**src/rtl/serial_pkg.sv**
```systemverilog
// serial_pkg: shared types and sizing helpers for the serial transmitter and its receiver-side benches
package serial_pkg;
  typedef enum logic [1:0] {IDLE, SHIFT, DONE} state_e;
  localparam int N_DEF = 32;
  localparam int DIV_DEF = 1;
  function automatic int bit_cnt_w(input int n);
    return $clog2(n + 1);
  endfunction
endpackage

```
**src/rtl/serial_tx_bit_timer.sv**
```systemverilog
// bit_timer: counts DIV cycles per bit period while running and flags the last cycle of each period
module bit_timer #(
  parameter int DIV = 1
) (
  input  logic clk,
  input  logic resetn,
  input  logic run,
  output logic tick
);
  localparam int CW = DIV > 1 ? $clog2(DIV) : 1;
  logic [CW-1:0] cnt_q, cnt_d;
  assign tick = cnt_q == CW'(DIV - 1);
  // restart the period when idle or after the last cycle of a period
  always_comb cnt_d = (!run || tick) ? '0 : cnt_q + CW'(1);
  // divider register
  always_ff @(posedge clk or negedge resetn)
    if (!resetn) cnt_q <= '0;
    else cnt_q <= cnt_d;
endmodule

```
**src/rtl/serial_tx.sv**
```systemverilog
// serial_tx: accepts an N-bit word on start/ready and shifts it out LSB-first with one strobe per bit
module serial_tx
  import serial_pkg::*;
#(
  parameter int N = N_DEF,
  parameter int DIV = DIV_DEF
) (
  input  logic         clk,
  input  logic         resetn,
  input  logic [N-1:0] d,
  input  logic         start,
  output logic         ready,
  output logic         w,
  output logic         e,
  output logic         done
);
  localparam int CW = bit_cnt_w(N);
  state_e state_q, state_d;
  logic [N-1:0] sr_q, sr_d;
  logic [CW-1:0] cnt_q, cnt_d;
  logic tick, last, accept;
  bit_timer #(.DIV(DIV)) u_timer (
    .clk(clk),
    .resetn(resetn),
    .run(state_q == SHIFT),
    .tick(tick)
  );
  assign accept = (state_q == IDLE) & start;
  assign last = cnt_q == CW'(N - 1);
  // state register
  always_ff @(posedge clk or negedge resetn)
    if (!resetn) state_q <= IDLE;
    else state_q <= state_d;
  // next state: a word runs until the strobe of its final bit, then one DONE cycle
  always_comb
    state_d = accept ? SHIFT :
              (state_q == SHIFT && tick && last) ? DONE :
              (state_q == DONE) ? IDLE : state_q;
  // outputs decoded from registered state only
  always_comb begin
    ready = state_q == IDLE;
    e = tick & (state_q == SHIFT);
    done = state_q == DONE;
    w = (state_q == SHIFT) & sr_q[0];
  end
  // datapath next values: load on accept, shift and count on each strobe
  always_comb begin
    sr_d = accept ? d : e ? {1'b0, sr_q[N-1:1]} : sr_q;
    cnt_d = accept ? '0 : e ? cnt_q + CW'(1) : cnt_q;
  end
  // shift register and bit counter
  always_ff @(posedge clk or negedge resetn)
    if (!resetn) begin
      sr_q <= '0;
      cnt_q <= '0;
    end else begin
      sr_q <= sr_d;
      cnt_q <= cnt_d;
    end
endmodule

```
**config.mk**
```make
export PLATFORM = sky130hd
export DESIGN_NAME = serial_tx
export DESIGN_NICKNAME = d
export VERILOG_FILES = /design/src/rtl/serial_pkg.sv /design/src/rtl/serial_tx_bit_timer.sv /design/src/rtl/serial_tx.sv
export SDC_FILE = /design/constraint.sdc
export NUM_CORES = 1
export LEC_CHECK = 0
export ABC_CLOCK_PERIOD_IN_PS = 3020
export CORE_ASPECT_RATIO = 1.4
export CORE_MARGIN = 5
export CORE_UTILIZATION = 50
export CTS_CLUSTER_DIAMETER = 30
export DETAILED_ROUTE_END_ITERATION = 7
export PLACE_DENSITY = 0.78
export SYNTH_ARGS = -nofsm -noshare
export SYNTH_HDL_FRONTEND = slang
export SYNTH_SLANG_ARGS = --single-unit
export TNS_END_PERCENT = 30
```
**constraint.sdc**
```tcl
create_clock -name clk -period 3.02 [get_ports clk]
set_input_delay 0.755 -clock clk [delete_from_list [all_inputs] [get_ports clk]]
set_output_delay 0.755 -clock clk [all_outputs]
set_load 0.005 [all_outputs]
```
# After elaboration in Yosys (flattened, before gate mapping)
# Index checks and enable logic that the tools add are counted.
[op_classes] addsub=2 n_mul=0 div=0 n_lt_le_gt_ge=0 n_eq_ne=3 shifts=0 mux=8 n_bitwise=4 reduce_logical=7
[op_table] operator="$mux 32" n=2
[op_table] operator="$mux 6" n=2
[op_table] operator="$add 6x1->6 const B" n=1
[op_table] operator="$eq 6x5->1 const B" n=1
[op_table] operator="$mux 2" n=3
[op_table] operator="$and 1x1->1" n=3
[op_table] operator="$reduce_bool 3->1" n=1
[op_table] operator="$eq 2x1->1 const B" n=1
[op_table] operator="$eq 2x2->1 const B" n=1
[op_table] operator="$logic_and 1x1->1" n=2
[op_table] operator="$logic_not 2->1" n=1
[op_table] operator="$reduce_bool 2->1" n=1
[op_table] operator="$add 1x1->1 const B" n=1
[op_table] operator="$logic_not 1->1" n=1
[op_table] operator="$logic_or 1x1->1" n=1
[op_table] operator="$mux 1" n=1
[op_table] operator="$not 1->1" n=1
[word_totals] reg_bits=41 latchBits=0 ram_bits=0 romBits=0 input_bits=35 out_inout_bits=4 elab_cells=28 mem_count=0

# Depth between registers and ports, before layout
[depth] depth_word=5 depth_mapped=6 mapped_depth_nobuf=4

# Hierarchy
# A second synthesis with hierarchy kept.
[hier_totals] cells_unflattened=214 hier_area_um2=1879.3
[by_module_without_submodules] mod="serial_tx" n_inst=1 cells_per_inst=211 area_each_um2=1846.8 seq_area_each_um2=1001.0
[by_module_without_submodules] mod="bit_timer" n_inst=1 cells_per_inst=3 area_each_um2=32.5 seq_area_each_um2=25.0

# Least setup slack after synthesis
# Ideal clock, no wire load.
[synth_timing] path_type="reg2out" start="register state_q[1]" end="output port e" arrival_ps=1112 required_time_ps=2265 setup_slack_ps=1153 stages_incl_launch_ff=5 n_path_buf=2 path_cell_list="dfrtp_1 or3b_1 buf_2 inv_2 buf_4"
[synth_between] elab_chain_len=2
[synth_rtl] element="from (decl)" line_no="serial_tx.sv:18" text="state_e state_q, state_d;"
[synth_rtl] element="from (signal assigned)" line_no="serial_tx.sv:33" text="else state_q <= state_d;"
[synth_rtl] element="$eq 2x1->1" line_no="serial_tx.sv:42" text="e = tick & (state_q == SHIFT);"
[synth_rtl] element="$and 1x1->1" line_no="serial_tx.sv:42"
[synth_rtl] element="to (decl)" line_no="serial_tx.sv:14" text="output logic e,"
# Every way passes these cells.

# Worst setup path in the final report
[layout_timing] start="register u_timer.cnt_q" end="output port e"
[layout_between] elab_chain_len=2
[layout_rtl] element="from (decl)" line_no="serial_tx_bit_timer.sv:11" text="logic [CW-1:0] cnt_q, cnt_d;"
[layout_rtl] element="from (signal assigned)" line_no="serial_tx_bit_timer.sv:18" text="else cnt_q <= cnt_d;"
[layout_rtl] element="$not 1->1" line_no="serial_tx_bit_timer.sv:12" text="assign tick = cnt_q == CW'(DIV - 1);"
[layout_rtl] element="$and 1x1->1" line_no="serial_tx.sv:42"
# Every way passes these cells.

==> flow_summary.toml <==
[yosys]
netlist_cell_types = 32
postSynthCellCount = 218
ys.warnings.count = 0
synth_area_per_cell_um2 = 8.81
synth.ff_latch_count = 41
synth_area_um2 = 1920
synth_seq_area_share_pct = 53.4
synth_nets = 254

[placed_design]
dp_hpwl_mm = 2.52
placedCellCount = 287
globalplace.congestion = 0.767
detailed_place.area_um2 = 2280
io_buffer_count = 38
dp_worst_setup_slack_ns = 0.594

[grt]
largest_net_degree_at_the_start_of_global_routing = 42
globalRouteTotalUtil_pct = 16.4
grtUsageMet3_pct = 4.32
overflow = 0
globalRouteMet1Util_pct = 18.4
busiest_layer = "met2"
grt_pass1_wl_mm = 7.02
grt_use_met2_pct = 28.6
vias_in_the_first_global_route = 1624
initial_antenna_violation_count = 0

[cells_and_area]
final_util_pct = 64.3
insertedDiodeCount = 0
finish.cell_count_without_fillers = 295
flow.area_growth_from_synthesis_pct = 23.1
num-fill-cells = 328
final_area_um2 = 2360
post_route_cells_drive_above_1_share_pct = 6.32
nNetsFinal = 288

[setup_path]
setup.worst_path.start_class = "register"
endpoint_kind = "primary output"
timing.critical_path.max_delay_family = "buffers and inverters"
number_of_cells_traversed_by_the_worst_register_to_register_path = 4
crit-reg2reg-launch = "state_q[1]"
timing_worst_setup_path_type = "reg2out"
critical_path.slowest_cell = "sky130_fd_sc_hd__clkdlybuf4s50_1"
critical-path-max-stage-delay_ns = 0.49
setup_slack_on_the_worst_flop_to_flop_path_ns = 1.31
worstReg2RegEnd = "sr_q[1]"
cp_cell_sequence = "or3b_1 > inv_2 > clkdlybuf4s50_1"
cp.buffers_inverters = 2
critical_path_required_ns = 2.26
crit_path_max_fanout = 3
arrival_ns = 1.64

[hold_path]
timing.hold.worst.class = "reg2reg"
holdPathEnd = "cnt_q[5]"
hold_path.startpoint = "cnt_q[5]"
timing.hold.worst_path_depth = 1

[floorplanning]
dieWidth_um = 62.4
die_height_um = 83.3
row_count = 26
core_area_um2 = 3680
number_of_i_o_pins = 39
initial_utilization_pct = 52.2
die-area_um2 = 5200

[timing]
worst-slew-pin-transition_ns = 0.901
worst_clock_skew_ns = 0.00210
finalHoldViolations = 0
fin_crit_sh_pct = 79.3
fin_ws_ns = 0.626
holdWs_ns = 0.485
rsz0062_at_grt = "no"
finalSetupViolCount = 0
layout_min_cycle_time_ns = 2.39
fmaxAchievable_ghz = 0.418
timing.setup.tns_ns = 0
maxSlewHeadroom_pct = 39.9
timing_max_transition_violations_final = 0

[clocking]
clock-sinks = 41
post-cts-setup-buffers = 0
clock_input_transition_at_the_sequential_cells_of_the_worst_setup_and_hold_paths_ns = 0.07
clock_latency_ns = 0.28
hold_buffers = 0
clock-root-buffer = "sky130_fd_sc_hd__clkbuf_8"
post_cts.resized_instances = 0
cts.htree.levels = 2
cts_buffers = 5
cts_buffer_depth = 2
cts_tree = "yes"

[power_and_ir_drop]
vdd.ir_drop.worst_v = 0.000537
post-layout-total-power_mw = 1.89
power.density_nw_per_um2 = 798
total_leakage_power_nw = 1.03

[drt]
vias = 1609
wire_per_inst_um = 13.5
detail_route.drc_violations = 0
antenna_left = 0
drt_pass1_iterations = 4
dr.first_iter.drc_count = 58
routed_wl_mm = 3.98
post_drt_via_cell_ratio = 5.45

[run]
max_cap_check_violation_count = 0

[status]
run_status = "completed"
==> worst register-to-register path, delay by kind of cell, from the launching register on <==
kind            cells  cell delay, ns
simple gates        2            0.83
compound gates      1            0.22
buf+inv             1            0.17
flops               1            0.38
==> cell usage after synthesis <==
cell type	number	area, um^2
sky130_fd_sc_hd__clkbuf_1	2	7.51
sky130_fd_sc_hd__or3b_2	1	8.76
sky130_fd_sc_hd__buf_2	7	35.0
sky130_fd_sc_hd__nand2_1	37	139
sky130_fd_sc_hd__nand4b_1	1	8.76
sky130_fd_sc_hd__buf_1	1	3.75
sky130_fd_sc_hd__o22ai_1	1	6.26
sky130_fd_sc_hd__inv_2	1	3.75
sky130_fd_sc_hd__dfrtp_1	41	1030
sky130_fd_sc_hd__and3b_1	1	8.76
sky130_fd_sc_hd__buf_6	3	33.8
sky130_fd_sc_hd__ha_1	1	12.5
sky130_fd_sc_hd__mux2i_1	1	10.0
sky130_fd_sc_hd__o21a_1	1	7.51
sky130_fd_sc_hd__or4b_2	1	10.0
sky130_fd_sc_hd__mux2_2	1	11.3
sky130_fd_sc_hd__nor3_1	2	10.0
sky130_fd_sc_hd__nor2_1	34	128
sky130_fd_sc_hd__a22o_1	1	8.76
sky130_fd_sc_hd__nand3_1	6	30.0
sky130_fd_sc_hd__or3_1	1	6.26
sky130_fd_sc_hd__nor3b_1	1	7.51
sky130_fd_sc_hd__or3b_1	1	8.76
sky130_fd_sc_hd__o21ai_0	1	5.00
sky130_fd_sc_hd__conb_1	1	3.75
sky130_fd_sc_hd__nor3b_4	1	18.8
sky130_fd_sc_hd__nor2b_1	2	12.5
sky130_fd_sc_hd__a21oi_1	59	295
sky130_fd_sc_hd__buf_4	3	22.5
sky130_fd_sc_hd__xnor2_1	1	8.76
sky130_fd_sc_hd__a22oi_1	2	15.0
sky130_fd_sc_hd__o21bai_1	1	7.51
==> state kept, by name, indices dropped and copies added, names as in the netlist <==
name and count:
state_q 2, cnt_q 6, u_timer.cnt_q 1, sr_q 32
==> power breakdown <==
part	switching, mW	internal (mW)
sequential	0.125	0.768
clock	0.177	0.164
combinational	0.346	0.308
total	0.647	1.24
==> worst max-delay path by stage <==
stage,startpoint,to,slack (ns),cells past startpoint
finish,u_timer.cnt_q,e,0.63,3
CTS,u_timer.cnt_q,e,0.59,3
global route,state_q[1],e,0.55,3
detailed placement,start,sr_q[1],0.59,4
floorplan,state_q[1],e,1.15,4
global placement,start,sr_q[1],0.62,4
==> layout by cell type (no fill, tap or decap) <==
master                            count
sky130_fd_sc_hd__a21oi_1             59
sky130_fd_sc_hd__dfrtp_1             41
sky130_fd_sc_hd__nand2_1             37
sky130_fd_sc_hd__clkdlybuf4s50_1     37
sky130_fd_sc_hd__nor2_1              34
sky130_fd_sc_hd__nand3_1              6
sky130_fd_sc_hd__clkbuf_8             5
sky130_fd_sc_hd__buf_4                5
sky130_fd_sc_hd__clkbuf_1             3
sky130_fd_sc_hd__nor2b_1              2
sky130_fd_sc_hd__nor3_1               2
sky130_fd_sc_hd__a22oi_1              2
sky130_fd_sc_hd__or3b_1               1
sky130_fd_sc_hd__inv_2                1
sky130_fd_sc_hd__and3b_1              1
sky130_fd_sc_hd__o21bai_1             1
sky130_fd_sc_hd__nand4b_1             1
sky130_fd_sc_hd__or4b_2               1
sky130_fd_sc_hd__o21ai_0              1
sky130_fd_sc_hd__or3_1                1
sky130_fd_sc_hd__nor3b_4              1
sky130_fd_sc_hd__mux2_2               1
sky130_fd_sc_hd__a22o_1               1
sky130_fd_sc_hd__xnor2_1              1
sky130_fd_sc_hd__nor3b_1              1
sky130_fd_sc_hd__or3b_2               1
sky130_fd_sc_hd__o21a_1               1
sky130_fd_sc_hd__mux2i_1              1
sky130_fd_sc_hd__o22ai_1              1
sky130_fd_sc_hd__ha_1                 1
sky130_fd_sc_hd__buf_2                1
sky130_fd_sc_hd__conb_1               1
==> per-layer routing <==
layer | routed length (um) | vias to the layer above
li1 | - | 797
met1 | 1720 | 769
met2 | 2020 | 37
met3 | 167 | 6
met4 | 77 | 0
met5 | 0 | -
==> cell type report <==
| class | count | area, um^2 | area share, % |
|---|---|---|---|
| Clock buffer | 8 | 80.1 | 3.39 |
| Multi-Input combinational cell | 160 | 788 | 33.4 |
| Inverter | 1 | 3.75 | 0.159 |
| Timing Repair Buffer | 43 | 413 | 17.5 |
| Sequential cell | 41 | 1030 | 43.4 |
| Tap cell | 42 | 52.6 | 2.22 |
==> cell families after synthesis <==
| kind of cell | after synthesis | synth area share (%) |
|---|---|---|
| buffers and inverters | 17 | 5.54 |
| AO/OA/AOI/OAI | 66 | 18.0 |
| multiplexers | 2 | 1.11 |
| AND/OR/NAND/NOR | 89 | 20.7 |
| other | 1 | 0.195 |
| flip-flops | 41 | 53.4 |
| XOR/XNOR | 1 | 0.456 |
| adder cells (fa/ha/maj) | 1 | 0.651 |
Note: power is estimated with default switching activity, not from simulation.
